<file path="config.mk">
export PLATFORM = sky130hd
export DESIGN_NAME = olivia_imem_loader
export DESIGN_NICKNAME = d
export VERILOG_FILES = /design/src/rtl/olivia_imem_loader_pkg.sv /design/src/rtl/olivia_imem_loader.sv
export SDC_FILE = /design/constraint.sdc
export NUM_CORES = 1
export LEC_CHECK = 0
export ABC_CLOCK_PERIOD_IN_PS = 3800
export CAP_MARGIN = 30
export CORE_UTILIZATION = 40
export DETAILED_ROUTE_END_ITERATION = 8
export SYNTH_ARGS = -nofsm -noshare
export SYNTH_HDL_FRONTEND = slang
export SYNTH_SLANG_ARGS = --single-unit
</file>
<file path="constraint.sdc">
create_clock -name clk -period 3.8 [get_ports clk]
set_clock_uncertainty 0.2 [all_clocks]
set_input_delay 0.57 -clock clk [delete_from_list [all_inputs] [get_ports clk]]
set_output_delay 0.57 -clock clk [all_outputs]
set_load 0.02 [all_outputs]
</file>
<file path="src/rtl/olivia_imem_loader_pkg.sv">
// Shared types and constants for the Olivia instruction-memory loader.
package olivia_pkg;

  typedef enum logic [2:0] {
    RECV,
    WRITE,
    ZFILL,
    RELEASE,
    RUN
  } state_t;

  localparam logic [31:0] NOP_WORD           = 32'h0;
  localparam int          DEFAULT_IMEM_BYTES = 64;

endpackage

</file>
<file path="src/rtl/olivia_imem_loader.sv">
// Boot loader: streams 32-bit words big-endian into byte-wide instruction memory,
// zero-fills the unused tail, then releases the core from reset.
module olivia_imem_loader
  import olivia_pkg::*;
#(
  parameter int IMEM_BYTES = DEFAULT_IMEM_BYTES,
  parameter int ADDR_W     = 6
) (
  input  logic              clk,
  input  logic              rst,
  input  logic              s_valid,
  output logic              s_ready,
  input  logic [31:0]       s_data,
  input  logic              s_last,
  input  logic              reload,
  output logic              im_we,
  output logic [ADDR_W-1:0] im_addr,
  output logic [7:0]        im_wdata,
  output logic              core_rst,
  output logic              done,
  output logic              err_overflow
);

  // One extra bit so the base pointer can hold IMEM_BYTES itself.
  localparam int                BASE_W    = ADDR_W + 1;
  localparam logic [BASE_W-1:0] IMEM_END  = BASE_W'(IMEM_BYTES);
  localparam logic [BASE_W-1:0] IMEM_LAST = BASE_W'(IMEM_BYTES - 1);

  state_t            r_state, w_state;
  logic [BASE_W-1:0] r_base, w_base;
  logic [1:0]        r_beat, w_beat;
  logic [31:0]       r_word, w_word;
  logic              r_last, w_last;
  logic              r_err, w_err;

  logic              r_s_ready, w_s_ready;
  logic              r_im_we, w_im_we;
  logic [ADDR_W-1:0] r_im_addr, w_im_addr;
  logic [7:0]        r_im_wdata, w_im_wdata;
  logic              r_core_rst, w_core_rst;
  logic              r_done, w_done;

  always_ff @(posedge clk) begin
    if (!rst) begin
      r_state    <= RECV;
      r_base     <= '0;
      r_beat     <= '0;
      r_word     <= '0;
      r_last     <= 1'b0;
      r_err      <= 1'b0;
      r_s_ready  <= 1'b0;
      r_im_we    <= 1'b0;
      r_im_addr  <= '0;
      r_im_wdata <= '0;
      r_core_rst <= 1'b1;
      r_done     <= 1'b0;
    end else begin
      r_state    <= w_state;
      r_base     <= w_base;
      r_beat     <= w_beat;
      r_word     <= w_word;
      r_last     <= w_last;
      r_err      <= w_err;
      r_s_ready  <= w_s_ready;
      r_im_we    <= w_im_we;
      r_im_addr  <= w_im_addr;
      r_im_wdata <= w_im_wdata;
      r_core_rst <= w_core_rst;
      r_done     <= w_done;
    end
  end

  always_comb begin
    w_state = r_state;
    w_base  = r_base;
    w_beat  = r_beat;
    w_word  = r_word;
    w_last  = r_last;
    w_err   = r_err;
    case (r_state)
      RECV: begin
        if (s_valid && r_s_ready) begin
          w_word  = s_data;
          w_last  = s_last;
          w_beat  = 2'd0;
          w_state = WRITE;
        end
      end
      WRITE: begin
        if (r_beat != 2'd3) begin
          w_beat = r_beat + 2'd1;
        end else begin
          w_base = r_base + BASE_W'(4);
          if (r_last && (w_base < IMEM_END)) begin
            w_state = ZFILL;
          end else if (w_base == IMEM_END) begin
            w_err   = r_err | ~r_last;
            w_state = RELEASE;
          end else begin
            w_state = RECV;
          end
        end
      end
      ZFILL: begin
        if (r_base == IMEM_LAST) w_state = RELEASE;
        else                     w_base  = r_base + BASE_W'(1);
      end
      RELEASE: w_state = RUN;
      RUN: begin
        if (reload) begin
          w_state = RECV;
          w_base  = '0;
          w_beat  = 2'd0;
          w_err   = 1'b0;
        end
      end
      default: w_state = RECV;
    endcase
  end

  // Outputs are computed from the upcoming state so they register on the entering edge.
  always_comb begin
    w_s_ready  = (w_state == RECV);
    w_im_we    = (w_state == WRITE) || (w_state == ZFILL);
    w_core_rst = (w_state != RUN);
    w_done     = (w_state == RUN);
    w_im_addr  = '0;
    w_im_wdata = '0;
    if (w_state == WRITE) begin
      w_im_addr = w_base[ADDR_W-1:0] + ADDR_W'(w_beat);
      case (w_beat)
        2'd0:    w_im_wdata = w_word[31:24];
        2'd1:    w_im_wdata = w_word[23:16];
        2'd2:    w_im_wdata = w_word[15:8];
        default: w_im_wdata = w_word[7:0];
      endcase
    end else if (w_state == ZFILL) begin
      w_im_addr  = w_base[ADDR_W-1:0];
      w_im_wdata = NOP_WORD[7:0];
    end
  end

  assign s_ready      = r_s_ready;
  assign im_we        = r_im_we;
  assign im_addr      = r_im_addr;
  assign im_wdata     = r_im_wdata;
  assign core_rst     = r_core_rst;
  assign done         = r_done;
  assign err_overflow = r_err;

endmodule

</file>
---- Word level (Yosys, flattened, before mapping) ----
Index checks and enable logic that the tools add are counted.
word-level totals
  register bits after elaboration ......... 64
  input port bits ......................... 37
cells by class
  add/sub/neg operators ................... 4
  $lt $le $gt $ge ......................... 1
  eq/ne operators ......................... 18
  mux-type cells .......................... 25
  bitwise logic cells ..................... 2
  reductions and logical operators ........ 12
operator list
  cell                                                                    count
  32-bit 2-to-1 mux                                                       2
  8-bit case mux with 3 select lines                                      1
  7-bit 2-to-1 mux                                                        3
  7-bit case mux with 3 select lines                                      1
  3-bit case mux with 5 select lines                                      1
  3-bit 2-to-1 mux                                                        4
  6-bit 2-to-1 mux                                                        2
  2-bit inequality test (second input constant)                           6
  2-bit 2-to-1 mux                                                        5
  3-bit by 2-bit equality test with 1-bit output (second input constant)  3
  7-bit by 1-bit adder with 7-bit output (second input constant)          1
  7-bit by 3-bit adder with 7-bit output (second input constant)          1
  7-bit by 6-bit equality test with 1-bit output (second input constant)  1
  7-bit equality test (second input constant)                             1
  7-bit less-than comparator (second input constant)                      1
  6-bit by 2-bit adder with 6-bit output                                  1
  3-bit by 1-bit equality test with 1-bit output (second input constant)  2
  3-bit equality test (second input constant)                             2
  3-bit logical NOT                                                       2
  2-bit case mux with 3 select lines                                      1
  5-bit AND reduction                                                     1
  1-bit 2-to-1 mux                                                        4
  2-bit AND reduction                                                     2
  4-bit AND reduction                                                     1
  other kinds (12)                                                        13

---- Logic depth before layout (Yosys ltp) ----
  word-level depth ........................ 9
  mapped depth ............................ 14

---- Worst setup path before layout ----
No wires, ideal clock.
  path type ............................... register to register
  from .................................... reg r_base[2]
  to ...................................... reg r_im_addr[5], in the netlist im_addr[5]
  setup time .............................. 0.074 ns
  arrival ................................. 2.710 ns
  path slack .............................. 0.816 ns
  cell stages (with the launch flop) ...... 15
  cell sequence ........................... dfxtp_1 > ha_1 > and4b_1 > clkbuf_1 > nand2_1 > a21oi_1 > or2_2 > a32oi_1 > inv_1 > ha_1 > a21oi_1 > a311oi_2 > o21a_1 > a41oi_1 > a31oi_1
on the way
  elaborated cells on any way between the ends .. 20
  classes of those cells .................. add/sub: 3; order compare: 1; eq/ne: 4; mux: 11; reduce/logical: 1
RTL lines
  item                                            RTL line                   RTL
  start: declaration                              olivia_imem_loader.sv:30   logic [BASE_W-1:0] r_base, w_base;
  start signal: assignment                        olivia_imem_loader.sv:59   r_base <= w_base;
  7-bit by 6-bit equality test with 1-bit output  olivia_imem_loader.sv:105  if (r_base == IMEM_LAST) w_state = RELEASE;
  7-bit 2-to-1 mux                                olivia_imem_loader.sv:105
  7-bit case mux with 3 select lines              olivia_imem_loader.sv:80   case (r_state)
  net w_base[1]                                   olivia_imem_loader.sv:30
  6-bit by 2-bit adder with 6-bit output          olivia_imem_loader.sv:130  w_im_addr = w_base[ADDR_W-1:0] + ADDR_W'(w_beat);
  6-bit 2-to-1 mux                                olivia_imem_loader.sv:129  if (w_state == WRITE) begin
  end signal: assignment                          olivia_imem_loader.sv:66   r_im_addr <= w_im_addr;
  end: declaration                                olivia_imem_loader.sv:38   logic [ADDR_W-1:0] r_im_addr, w_im_addr;
The timed path passes the listed nets, and every way through them passes these cells. The select of a mux whose other input is x is not followed.
A chain may end at the register's enable or synchronous reset.

---- Final worst setup path ----
Same ends and word-level chain as after synthesis.

==> reports/results.tsv <==
metric	value	unit
CTS sink cnt	64	
Post-Synthesis Cell Area	3000	um2
GR Util All Layers	18.6	%
CTS Buf Count	9	
PwrDens	390	nW/um2
status	completed	
relative slew slack	49.4	%
Slew Limit Fails	0	
vias in the first global route	2287	
CP endpoint kind	flop	
largest family of logic cells by synthesized area	multiplexers	
Max Fclk	0.300	GHz
First-pass DRT Iterations	4	
postcts setup bufs	0	
routability cong.	0.862	
gr ovfl total	0	
root buffer cell	clkbuf_8	
H-tree depth	3	
post-synthesis cell count	311	
Post-synth EDFFs	0	
Synth Area in XOR/XNOR	0.876	%
Crit Path Class	reg2reg	
commonest register cell after synthesis	dfxtp_1	
count of input and output buffers	55	
Worst EP arrival	3.41	ns
global-route wire length before repair	10.9	mm
post-synthesis mux area share	19.0	%
CTS tree	built	
post-synth net total	355	
library cells used by synthesis	60	
WL final	6.83	mm
CTS max path bufs	2	
sequential area share after synthesis	42.7	%
asr flop ratio synth	0	%
top-level port count	56	
final hold violations	0	
hold_buf cts	0	
maximum VDD drop	0.233	mV
Worst Reg2Reg Path Length in Cells	13	
DRC	0	
Max-Cap Viols	0	
share of layout cells above drive strength 1	8.67	%
# fillers	697	
Starting Density	41.4	%
Die ar.	7850	um2
Iter 0 DRT Violations	128	
Tightest Hold Check Type	reg2reg	
post-CTS resize count	0	
Via density	5.13	
ANT cells	0	
RSZ-0062 raised after global routing	false	
most common cell after layout, fill and taps aside	dfxtp_1	
std cell rows	31	
static leakage	1.41	nW
initial antenna violation count	0	
most frequent cells in the layout	dfxtp_1, mux2i_1, nor2_1, clkdlybuf4s50_1, nand2_1	
area grow syn2layout	27.4	%
post-synthesis adder-cell area fraction	3.17	%
Final nets	408	
layer with the highest usage	met2	
WP data required	3.88	ns
hold path cells	2	
die width	88.6	um
Synth warnings	0	
grt met2 use	30.2	%
core area	7250	um2
Synth Area in Compound Gates	11.7	%
antenna-violating nets left	0	
Setup-failing EPs final	0	
Synth Area in Simple Gates	18.5	%
Via Count	2402	
DIE HEIGHT	88.6	um
fin util	52.7	%
min cycle time layout	3.33	ns
post-DR wirelength/cell	14.6	um
CP max FO	8	
crit path launch type	flop	
met3 usage	6.44	%
met1 track demand over resource	23.0	%
Avg Cell Area, Syn	9.65	um2
dpl hpwl	4.85	mm
Reg clk slew, reported paths	0.07	ns
pin count of the biggest net entering global routing	34	
worst slew pin tran	0.748	ns
TNS Setup	0	ns
flops & latches, synth	64	
Clock Latency Late Sink	0.34	ns
fin crit share	87.6	%
-- cell type report --
cell class | count | area (um2) | share of cell area [%]
multi-input cells | 220 | 1600 | 41.9
flip-flops and latches | 64 | 1280 | 33.5
repair buffers | 59 | 581 | 15.2
clock buffers | 13 | 159 | 4.16
well taps | 99 | 124 | 3.24
clock inverters | 3 | 40.0 | 1.05
inverters | 10 | 37.5 | 0.982
-- where the power goes --
part / switching (mW) / internal [mW] / leakage, nW
combinational: 0.0964 / 0.0993 / 0.787
clock: 0.252 / 0.337 / 0.103
sequential: 0.00995 / 0.696 / 0.519
-- flip-flops by register name, indices dropped and copies added (netlist names) --
name	count
r_last	1
im_we	1
err_overflow	1
done	1
r_word	32
s_ready	1
core_rst	1
r_beat	2
r_base	7
r_state	3
im_wdata	8
im_addr	6
-- metal layers --
metal / up-vias / routed length [um]
met4: 0 / 140
li1: 1202 / -
met5: - / 0
met2: 61 / 3220
met1: 1127 / 3110
met3: 12 / 357
-- path summary, 6_finish.rpt --
check / from / slack (ns) / end
min reg2reg: r_word[4] / 0.28 / r_word[4]
max: r_base[2] / 0.47 / im_addr[5]
min: r_word[4] / 0.28 / r_word[4]
max reg2reg: r_base[2] / 0.47 / im_addr[5]
-- cell usage after synthesis, drive strengths merged (3+ instances only) --
cell / number / area, um2
dfxtp: 64 / 1280
mux2i: 57 / 571
nor2: 56 / 218
nand2: 14 / 52.6
buf: 10 / 58.8
inv: 10 / 37.5
a21oi: 8 / 40.0
o21ai: 8 / 40.0
and2: 7 / 43.8
clkbuf: 7 / 26.3
nand3: 7 / 35.0
ha: 6 / 75.1
o211ai: 5 / 47.5
a221oi: 3 / 32.5
a31oi: 3 / 33.8
and3: 3 / 23.8
or2: 3 / 18.8
or3: 3 / 23.8
xnor2: 3 / 26.3
-- cells by family after synthesis --
kind of cell	count (synthesis)
simple gates	108
buf+inv	27
flops	64
xor+xnor	3
compound gates	45
mux	57
fa+ha+maj	7
-- stage by stage --
step                      setup slack [ns]  power [mW]  hold slack, ns  instances  cell area (um2)
after detailed placement             0.369       0.920           0.274        452             3620
after floorplan                      0.816       0.842           0.255        311             3000
after global placement               0.464       0.917           0.268        452             3620
after global routing                 0.294        1.56           0.315        468             3820
after CTS                            0.514        1.51           0.291        468             3820
final                                0.470        1.49           0.284        468             3820
-- critical path, cell delays in order, from the launching register on --
cell      delay (ns)
dfxtp_1         0.41
ha_1            0.30
and4b_1         0.27
nand2_1         0.14
a21oi_1         0.07
or2_2           0.29
a32oi_1         0.28
inv_1           0.13
ha_1            0.29
a21oi_1         0.06
a311oi_2        0.33
o21a_1          0.20
a41oi_1         0.12
a31oi_1         0.18
Power figures use the tool's default switching activity.
==> edit (config.mk and constraints unchanged) <==
Make the reset (`rst`) asynchronous in one clocked block.
--- a/src/rtl/olivia_imem_loader.sv
+++ b/src/rtl/olivia_imem_loader.sv
@@ -40,7 +40,7 @@
   logic              r_core_rst, w_core_rst;
   logic              r_done, w_done;
 
-  always_ff @(posedge clk) begin
+  always_ff @(posedge clk or negedge rst) begin
     if (!rst) begin
       r_state    <= RECV;
       r_base     <= '0;
Function: differs if rst is asserted again (counterexample within 4 cycles, from zero or initial values and one cycle with rst low); with rst held inactive, the same outputs for 10 cycles.
==> edit against the unedited design <==
  * Wire length is essentially flat
  * Cell area grew 7.4%
  * Synthesized area grew 6.1%
  * Worst setup slack lost 0.017 ns
  * Critical path type unchanged
  * Sequential share of layout area grew 5.5 points
  * Critical path depth shrank 2
  * Utilization grew 0.44 points
  * Sequential cell count is the same
Power is not compared: it rests on default switching activity, and its combinational part moved more than twofold at a synthesized area within 25%.
==> edit: results (changes against the unedited design) <==
global_route:
  grt_pass1_vias: 2334  # +2.1%
  grt_use_met3_pct: 4.61  # -1.8 points
  grt_util_all_layers_pct: 18.0  # -0.60 points
  met1_usage_pct: 23.7  # +0.73 points
  globalRouteMet2Util_pct: 28.3  # -1.9 points
  grt_pass1_wl_um: 11500  # +6.0%
  antenna_found_initial: 0  # unchanged
  grt_start_max_net_pins: 35  # +2.9%
placement:
  place_inst: 444  # -1.8%
  hpwl_um: 4790  # -1.1%
  place_area_sq_um: 3880  # +7.0%
  pre_cts_ws_ns: 0.266  # -0.104 ns
  routabilityCongestion: 0.810  # -6.0%
synthesis:
  synth_nets: 330  # -7.0%
  async_flop_share_pct: 100  # +100 points
  synth.avg_cell_area_sq_um: 11.1  # +15%
  seq_area_frac_synth_pct: 50.3  # +7.6 points
  synth.distinct_cells: 56  # -6.7%
  ys_top_cells_by_area: "dfrtp_1 50%, mux2_2 10%, nor2_1 4.0%"
  yosys-top-cells-count: "63 x dfrtp_1, 34 x nor2_1, 29 x mux2_2, 19 x nor3_1, 14 x nand2_1"
  syn_inst: 286  # -8.0%
  synth_compound_area_share_pct: 13.2  # +1.5 points
  muxShareOfSynthArea_pct: 12.5  # -6.5 points
  ys.flop_type: "dfrtp_1"
  synthAdderAreaFrac_pct: 2.99  # -0.18 points
  synth_xor_area_share_pct: 0.825  # -0.051 points
worst_setup_path:
  cp.arrival_ns: 3.38  # -0.03 ns
  slowest_stage: "dfrtp_1"
  slowest_delay_ns: 0.46  # +0.05 ns
  cp_max_fo: 6  # -2
run_status:
  status: "finished, final reports clean"
finish:
  buffers: 66  # +12%
  fin_nets: 397  # -2.7%
  ff_latch_area_sq_um: 1600  # +25%
  multi_input_comb_cells: 199  # -9.5%
  diodes: 0  # unchanged
  multi_input_area_share_pct: 35.8  # -6.1 points
  fin_util_pct: 53.1  # +0.44 points
  buffer_area_share_pct: 15.3  # +0.11 points
  clk_share_pct: 5.58  # +0.37 points
  drive_above_1_share_pct: 20.9  # +12 points
  n_clock_buffer: 10  # -3
  num-fill-cells: 673  # -3.4%
  n_all_inverters: 13  # +3
  n_sequential_cell: 64  # unchanged
cts:
  cts_max_level: 3  # unchanged
  clk_latency_ns: 0.34  # about the same
detailed_routing:
  routed_wl_um: 6830  # about the same
  route.top_layer_used: "met4"
  wl_met1_um: 3400  # +9.2%
  dr_wl_met3_um: 274  # -23%
  post_drt_wl_per_cell_um: 14.9  # +1.7%
  vias: 2393  # -0.37%
  wl_met2_um: 3050  # -5.3%
  drtIter0Drc: 86  # -33%
power:
  pg_comb_mw: 1.64
  p_leak_nw: 1.75
  vdd_drop_max_mv: 0.399
timing:
  worstMarginPinSlew_ns: 0.787  # +0.0388 ns
min_path:
  hold_path_class: "input pin to asynchronous set/reset pin"
edit: changes by cell type in the layout (fill, tap and decap cells not counted), sizes merged, moves of 4 or more:
cell / unedited run / this run
and2: 7 / 3
buf: 4 / 12
dfrtp: 0 / 63
dfxtp: 64 / 0
inv: 10 / 14
mux2: 0 / 31
mux2i: 57 / 5
nor2: 56 / 34
nor3: 2 / 19
o21a: 2 / 6
edit: worst paths after layout:
| kind | from | end | slack (ns) | cells after the start |
|---|---|---|---|---|
| setup / recovery | r_base[2] | im_addr[5] | 0.45 | 11 |
| hold / removal | rst | r_word[30] | 0.09 | 1 |
| setup reg to reg | r_base[2] | im_addr[5] | 0.45 | 11 |
| hold reg to reg | r_word[29] | r_word[29] | 0.29 | 1 |
| max in group asynchronous | rst | core_rst | 2.39 | 2 |
| min in group clk | r_word[29] | r_word[29] | 0.29 | 1 |
